--- src/rtl/vr_rr_arbiter.sv ---
// Round-robin valid/ready arbiter with burst locking and a downstream stall watchdog.
// Several upstream requesters share one downstream sink. A grant is held until the
// owner sends a last beat or MAX_BURST beats have moved. After that there is one idle
// cycle, and the search restarts just past the previous owner.
module vr_rr_arbiter #(
  parameter int unsigned NUM_REQ     = 4,
  parameter int unsigned DATA_W      = 8,
  parameter int unsigned MAX_BURST   = 4,
  parameter int unsigned STALL_LIMIT = 8,
  localparam int unsigned SRC_W      = (NUM_REQ > 1) ? $clog2(NUM_REQ) : 1
) (
  input  logic                      clk,
  input  logic                      rst_n,
  // Upstream requesters
  input  logic [NUM_REQ-1:0]        i_req_valid,
  input  logic [NUM_REQ-1:0]        i_req_last,
  input  logic [NUM_REQ*DATA_W-1:0] i_req_data,
  output logic [NUM_REQ-1:0]        o_req_ready,
  // Downstream sink
  output logic                      o_out_valid,
  input  logic                      i_out_ready,
  output logic [DATA_W-1:0]         o_out_data,
  output logic                      o_out_last,
  output logic [SRC_W-1:0]          o_out_src,
  // Watchdog
  output logic                      o_stall_err,
  input  logic                      i_clr_err
);

  // One spare bit so ptr + offset can be reduced modulo NUM_REQ without overflow.
  localparam int unsigned CAND_W = SRC_W + 1;

  typedef enum logic [0:0] {
    StIdle,
    StGrant
  } state_e;

  state_e             r_state;
  state_e             w_state_next;

  logic [SRC_W-1:0]   r_ptr;
  logic [SRC_W-1:0]   r_src;
  logic [3:0]         r_beat_cnt;
  logic [7:0]         r_stall_cnt;
  logic [7:0]         w_stall_cnt_next;
  logic               r_stall_err;

  logic               w_pick_found;
  logic [SRC_W-1:0]   w_pick_idx;
  logic [CAND_W-1:0]  w_cand;

  logic [DATA_W-1:0]  w_data_arr [NUM_REQ];
  logic               w_g_valid;
  logic               w_g_last;
  logic [DATA_W-1:0]  w_g_data;
  logic               w_xfer;
  logic               w_burst_full;
  logic               w_stall;
  logic               w_trip;

  // Split the packed payload bus into one word per requester.
  for (genvar gi = 0; gi < NUM_REQ; gi++) begin : g_unpack
    assign w_data_arr[gi] = i_req_data[gi*DATA_W +: DATA_W];
  end

  // Signals of the currently granted requester.
  assign w_g_valid = i_req_valid[r_src];
  assign w_g_last  = i_req_last[r_src];
  assign w_g_data  = w_data_arr[r_src];

  assign w_xfer       = o_out_valid && i_out_ready;
  // This transfer would be beat number MAX_BURST of the grant.
  assign w_burst_full = ({1'b0, r_beat_cnt} + 5'd1) == 5'(MAX_BURST);

  // Round-robin search: first valid requester from ptr+1 upward, wrapping at NUM_REQ.
  always_comb begin
    w_pick_found = 1'b0;
    w_pick_idx   = '0;
    w_cand       = '0;
    for (int unsigned k = 1; k <= NUM_REQ; k++) begin
      w_cand = {1'b0, r_ptr} + CAND_W'(k);
      if (w_cand >= CAND_W'(NUM_REQ)) begin
        w_cand = w_cand - CAND_W'(NUM_REQ);
      end
      if (!w_pick_found && i_req_valid[w_cand[SRC_W-1:0]]) begin
        w_pick_found = 1'b1;
        w_pick_idx   = w_cand[SRC_W-1:0];
      end
    end
  end

  // FSM state register.
  always_ff @(posedge clk or negedge rst_n) begin
    if (!rst_n) begin
      r_state <= StIdle;
    end else begin
      r_state <= w_state_next;
    end
  end

  // FSM next state: pick in idle; hold the grant until last or a full burst.
  always_comb begin
    w_state_next = r_state;
    unique case (r_state)
      StIdle: begin
        if (w_pick_found) begin
          w_state_next = StGrant;
        end
      end
      StGrant: begin
        if (w_xfer && (w_g_last || w_burst_full)) begin
          w_state_next = StIdle;
        end
      end
      default: w_state_next = StIdle;
    endcase
  end

  // FSM outputs: in a grant, mux the owner through; the ready goes only to the owner.
  always_comb begin
    o_out_valid = 1'b0;
    o_out_data  = '0;
    o_out_last  = 1'b0;
    o_req_ready = '0;
    if (r_state == StGrant) begin
      o_out_valid        = w_g_valid;
      o_out_data         = w_g_data;
      o_out_last         = w_g_last;
      o_req_ready[r_src] = i_out_ready;
    end
  end

  // Grant bookkeeping: latch the winner and count the beats moved under the grant.
  always_ff @(posedge clk or negedge rst_n) begin
    if (!rst_n) begin
      r_ptr      <= SRC_W'(NUM_REQ - 1);
      r_src      <= '0;
      r_beat_cnt <= '0;
    end else if (r_state == StIdle) begin
      if (w_pick_found) begin
        r_ptr      <= w_pick_idx;
        r_src      <= w_pick_idx;
        r_beat_cnt <= '0;
      end
    end else if (w_xfer) begin
      r_beat_cnt <= r_beat_cnt + 4'd1;
    end
  end

  assign o_out_src = r_src;

  // Watchdog: count consecutive stalled cycles, saturating at the limit.
  assign w_stall = o_out_valid && !i_out_ready;

  always_comb begin
    w_stall_cnt_next = '0;
    if (w_stall) begin
      if (r_stall_cnt >= 8'(STALL_LIMIT)) begin
        w_stall_cnt_next = r_stall_cnt;
      end else begin
        w_stall_cnt_next = r_stall_cnt + 8'd1;
      end
    end
  end

  // A trip is any stalled cycle that leaves the counter at the limit.
  assign w_trip = w_stall && (w_stall_cnt_next == 8'(STALL_LIMIT));

  // Watchdog state: a sticky error flag, where a new trip beats a clear in the same cycle.
  always_ff @(posedge clk or negedge rst_n) begin
    if (!rst_n) begin
      r_stall_cnt <= '0;
      r_stall_err <= 1'b0;
    end else begin
      r_stall_cnt <= w_stall_cnt_next;
      if (w_trip) begin
        r_stall_err <= 1'b1;
      end else if (i_clr_err) begin
        r_stall_err <= 1'b0;
      end
    end
  end

  assign o_stall_err = r_stall_err;

endmodule

--- config.mk ---
export PLATFORM = sky130hd
export DESIGN_NAME = vr_rr_arbiter
export DESIGN_NICKNAME = d
export VERILOG_FILES = /design/src/rtl/vr_rr_arbiter.sv
export SDC_FILE = /design/constraint.sdc
export NUM_CORES = 1
export LEC_CHECK = 0
export ABC_AREA = 1
export CAP_MARGIN = 20
export CORE_UTILIZATION = 48
export CTS_BUF_LIST = sky130_fd_sc_hd__clkbuf_8
export CTS_CLUSTER_SIZE = 10
export DETAILED_ROUTE_END_ITERATION = 7
export GPL_TIMING_DRIVEN = 0
export PLACE_DENSITY_LB_ADDON = 0.12
export SYNTH_ARGS = -nofsm -noshare
export SYNTH_HDL_FRONTEND = slang
export SYNTH_SLANG_ARGS = --single-unit
--- constraint.sdc ---
create_clock -name clk -period 4.1 [get_ports clk]
set_input_delay 0.615 -clock clk [delete_from_list [all_inputs] [get_ports clk]]
set_output_delay 0.615 -clock clk [all_outputs]
set_load 0.03 [all_outputs]
# After elaboration in Yosys (flattened, before gate mapping)
# Index checks and enable logic that the tools add are counted.
[word_totals]
out_inout_bits = 17
wordCells = 95
regBits = 18
in_bits = 44
[classes]
mux = 43
add_sub_neg = 11
n_bitwise = 3
order_cmp = 12
n_reduce_logical = 17
n_eq_ne = 3
[ops]
columns = ["op", "count"]
rows = [
  ["$mux 8", 5],
  ["$mux 1", 17],
  ["$bmux 8 s2", 1],
  ["$mux 2", 8],
  ["$mux 4", 4],
  ["$ge 3x3->1 const B", 5],
  ["$lt 2x3->1 const B", 5],
  ["$bmux 1 s2", 6],
  ["$add 8x1->8 const B", 1],
  ["$eq 8x4->1 const B", 1],
  ["$ge 8x4->1 const B", 1],
  ["$logic_and 1x1->1", 8],
  ["$sub 2x1->2 const B", 4],
  ["$add 2x2->3 const B", 2],
  ["$add 4x1->5 const B", 1],
  ["$eq 5x3->1 const B", 1],
  ["$add 4x1->4 const B", 1],
  ["$and 4x4->4", 1],
  ["$logic_not 1->1", 4],
  ["$reduce_and 2->1", 2],
  ["$reduce_bool 2->1", 2],
  ["$add 2x1->3 const B", 1],
  ["$add 2x3->3 const B", 1],
  ["$not 2->3", 1],
  ["other kinds (6)", 6],
]

# Longest topological paths before layout
[logic_depth]
depth_word = 17
depth_mapped = 13
depth_no_buf = 12

# Least setup slack after synthesis
# Ideal clock, no wire load.
[synth_timing]
path_kind = "reg-to-output"
from = "reg r_src[1] (netlist: o_out_src[1])"
to = "out o_out_data[0]"
required_time_ns = 3.485
path_stages_with_launch = 5
setup_slack_ns = 1.836
path_buffers = 2
arrival_ns = 1.649
path_cell_list = "dfrtp_1 buf_6 buf_2 nand3_1 a31oi_1"
[synth_between]
elab_chain_len = 5
[synth_rtl]
columns = ["element", "line", "text"]
rows = [
  ["from (decl)", "42", "logic [SRC_W-1:0] r_src;"],
  ["from (signal assigned)", "142", "r_src <= w_pick_idx;"],
  ["$not 2->3 (implied by the code)", "69", "assign w_g_data = w_data_arr[r_src];"],
  ["$bmux 8 s2", "69", ""],
  ["$mux 8 (implied by the code) (2 in a row)", "69", ""],
  ["$mux 8", "125", "if (r_state == StGrant) begin"],
  ["to (decl)", "22", "output logic [DATA_W-1:0] o_out_data,"],
]
# No other way between the ends. The select of a mux whose other input is x is not followed.

# Worst setup path in the final report
[layout_timing]
from = "in i_req_valid[2]"
to = "out o_out_valid"
[layout_between]
elab_chain_len = 3
[layout_rtl]
columns = ["element", "line", "text"]
rows = [
  ["from (decl)", "15", "input logic [NUM_REQ-1:0] i_req_valid,"],
  ["$bmux 1 s2", "67", "assign w_g_valid = i_req_valid[r_src];"],
  ["$mux 1 (implied by the code)", "67", ""],
  ["$mux 1", "125", ""],
  ["to (decl)", "20", "output logic o_out_valid,"],
]
# No other way between the ends. The select of a mux whose other input is x is not followed.

==> impl_metrics.yaml <==
outcome:
  status: "finished, final reports clean"
clock_tree:
  holdBufCountCts: 0
  cts_tree: "yes"
  clk_pin_slew_worst_paths_ps: 60
  htree_num_levels: 1
  clkSinkCount: 18
  post_cts_buffers: 0
  cts_buffer_depth: 2
  worstSkewPairLatency_ps: 250
  cts_resized: 0
  cts-root-buf: "clkbuf_8"
  cts_buffers: 3
detailed_routing:
  drc: 0
  routed_via_density: 5.06
  first_pass_iters: 4
  post_drt_wl_per_cell_um: 12.1
  route.vias.total: 1661
  ant_nets: 0
  wirelength_um: 3950
  drt_iter0_markers: 73
floorplan:
  dieWidth_um: 58.0
  die_h_um: 58.0
  num_io_pins: 61
  start_util: 0.528
  num_rows: 19
  dieArea_um2: 3370
  core_um2: 2850
worst_setup_path:
  max_stage_delay_ps: 690
  r2r_start: "r_ptr[0]"
  worstReg2RegEnd: "o_out_src[0]"
  crit_path_start_kind: "primary input"
  crit_slowest_cell: "clkdlybuf4s50_1"
  rrSetupSlack_ps: 2470
  crit_arrival_ps: 2230
  crit_chain: "clkdlybuf4s50_1 -> nand3_1 -> nand2_1 -> nor2_2 -> nor2_2 -> clkdlybuf4s50_1"
  r2r_cells: 12
  worst-path-max-fanout: 4
  path_class: "in2out"
  crit_buf_inv: 2
  crit_path_end_kind: "output port"
  cp_top_family: "buffers and inverters"
  cp.required_ps: 3480
yosys:
  synth_top_area_share: 0.266
  ys_seq_area_frac: 0.301
  synth_area_per_cell_um2: 6.47
  ys_ff_latch: 18
  ys_types: 28
  yosys_warnings: 0
  synthCells: 233
  synth.area.top_cells: "dfrtp_1 (27%), nand2_1 (20%), nand3_1 (10%), inv_1 (7.0%), a22oi_1 (4.0%)"
  syn_nets: 280
  synth_top_area_cell: "dfrtp_1"
  netlist_area_um2: 1510
hold_path:
  min_from: "o_stall_err"
  min_path_cells: 2
  min_path_type: "reg2reg"
  min_to: "o_stall_err"
timing:
  fin_tns_setup_ps: 0
  setup_viol: 0
  finalCritPeriodShare: 0.694
  slew_headroom: 0.498
  fin_skew_ps: 3.22
  grt_setup_unrepaired: "no"
  worstMarginPinSlew_ps: 751
  hold_violations: 0
  fmax_ghz: 0.351
  period_minus_slack_ps: 2850
  slew_violations: 0
  holdWs_ps: 483
placed_design:
  place_congestion: 0.826
  dp_hpwl_um: 3150
  portBuffers: 60
layout:
  final_cell_mix: "nand2_1 (79), clkdlybuf4s50_1 (60), nand3_1 (31)"
  fin_nets: 345
  multi_input_comb_area_um2: 875
  n_fill_cell: 238
  final_common_cell: "nand2_1"
  seq_area_um2: 453
  area_delta_synth_final_pct: 46.1
  antennaDiodeCount: 0
  drive_above_1_share: 0.104
global_route:
  grt_max_degree: 19
  grt_pass1_wl_um: 6460
  grt_overflow: 0
  antenna_found_initial: 0
  first_global_vias: 1544
  grtUsageTotal: 0.249
run:
  cap_violations: 0
pwr:
  p_leak_nw: 1.09
  peakVddDrop_v: 0.000416
  power_density_nw_per_um2: 670
-- how the worst max path moves through the flow --
stage                   start             to  slack, ps  depth (start not counted)
3_3_place_gp   i_req_valid[2]    o_out_valid       1270                          6
3_5_place_dp   i_req_valid[2]    o_out_valid       1270                          6
5_1_grt          o_out_src[1]  o_out_data[0]       1180                          5
4_1_cts        i_req_valid[2]    o_out_valid       1260                          6
6_report       i_req_valid[2]    o_out_valid       1250                          6
2_1_floorplan    o_out_src[1]  o_out_data[0]       1840                          4
-- metrics by stage --
| stage | setup WS, ps | power, mW | cells | util | cell area, µm² |
|---|---|---|---|---|---|
| global placement | 1270 | 1.32 | 324 | 0.752 | 2150 |
| floorplan | 1840 | 0.998 | 233 | - | 1510 |
| finish | 1250 | 1.47 | 328 | 0.771 | 2200 |
| detailed placement | 1270 | 1.34 | 324 | 0.752 | 2150 |
| CTS | 1260 | 1.48 | 328 | 0.771 | 2200 |
| global route | 1180 | 1.59 | 328 | 0.771 | 2200 |
-- registers in the layout (all words and copies together), names as in the netlist --
signal,flops
r_state,1
o_out_src,2
r_beat_cnt,4
r_stall_cnt,8
r_ptr,2
o_stall_err,1
-- worst min-delay path: cells and delay by family (launching register included) --
kind	cells	cell delay, ps
simple gates	2	100
flops	1	340
-- area by class of cell --
class                      instances  area share
buffer                             7      0.0239
multi-input combinational        175       0.397
sequential                        18       0.206
clock buffer                       4      0.0250
timing repair buffer              60       0.273
inverter                          33      0.0574
tap                               31      0.0176
-- synth_stat cells --
master,n
nand4_1,4
ha_1,3
nand3_1,31
a22oi_1,8
nand2_4,1
clkbuf_1,1
a21oi_1,5
xor2_1,1
inv_4,1
o21ai_0,3
a31oi_1,8
nand2_1,79
or2_0,1
nor2_1,13
nand2_2,5
nor3_1,3
buf_6,3
dfrtp_1,16
xnor2_1,1
nand3_2,2
inv_1,28
o21ai_2,1
inv_2,4
nor2_2,2
o21ai_1,1
dfstp_2,2
nor2_4,3
buf_2,3
-- layer usage --
metal  up-vias  global-route usage  routed length, µm
met4         0              0.0578                 29
met1       740               0.286               1670
met5         -                   0                  0
met2        35               0.463               2060
met3         4              0.0625                192
li1        882                   -                  -
-- where the power goes --
part	switching, mW	leakage (nW)	internal [mW]
Combinational	0.659	0.823	0.408
Sequential	0.0466	0.235	0.224
Clock	0.0509	0.0288	0.0851
-- logic make-up after synthesis --
| family | Yosys count | synth area share |
|---|---|---|
| AOI/OAI and AO/OA | 26 | 0.109 |
| xor gates and xnor gates | 2 | 0.0116 |
| buffers and inverters | 40 | 0.119 |
| DFF | 18 | 0.301 |
| and+or+nand+nor | 144 | 0.435 |
| adders and majority gates | 3 | 0.0249 |
Power figures use the tool's default switching activity.
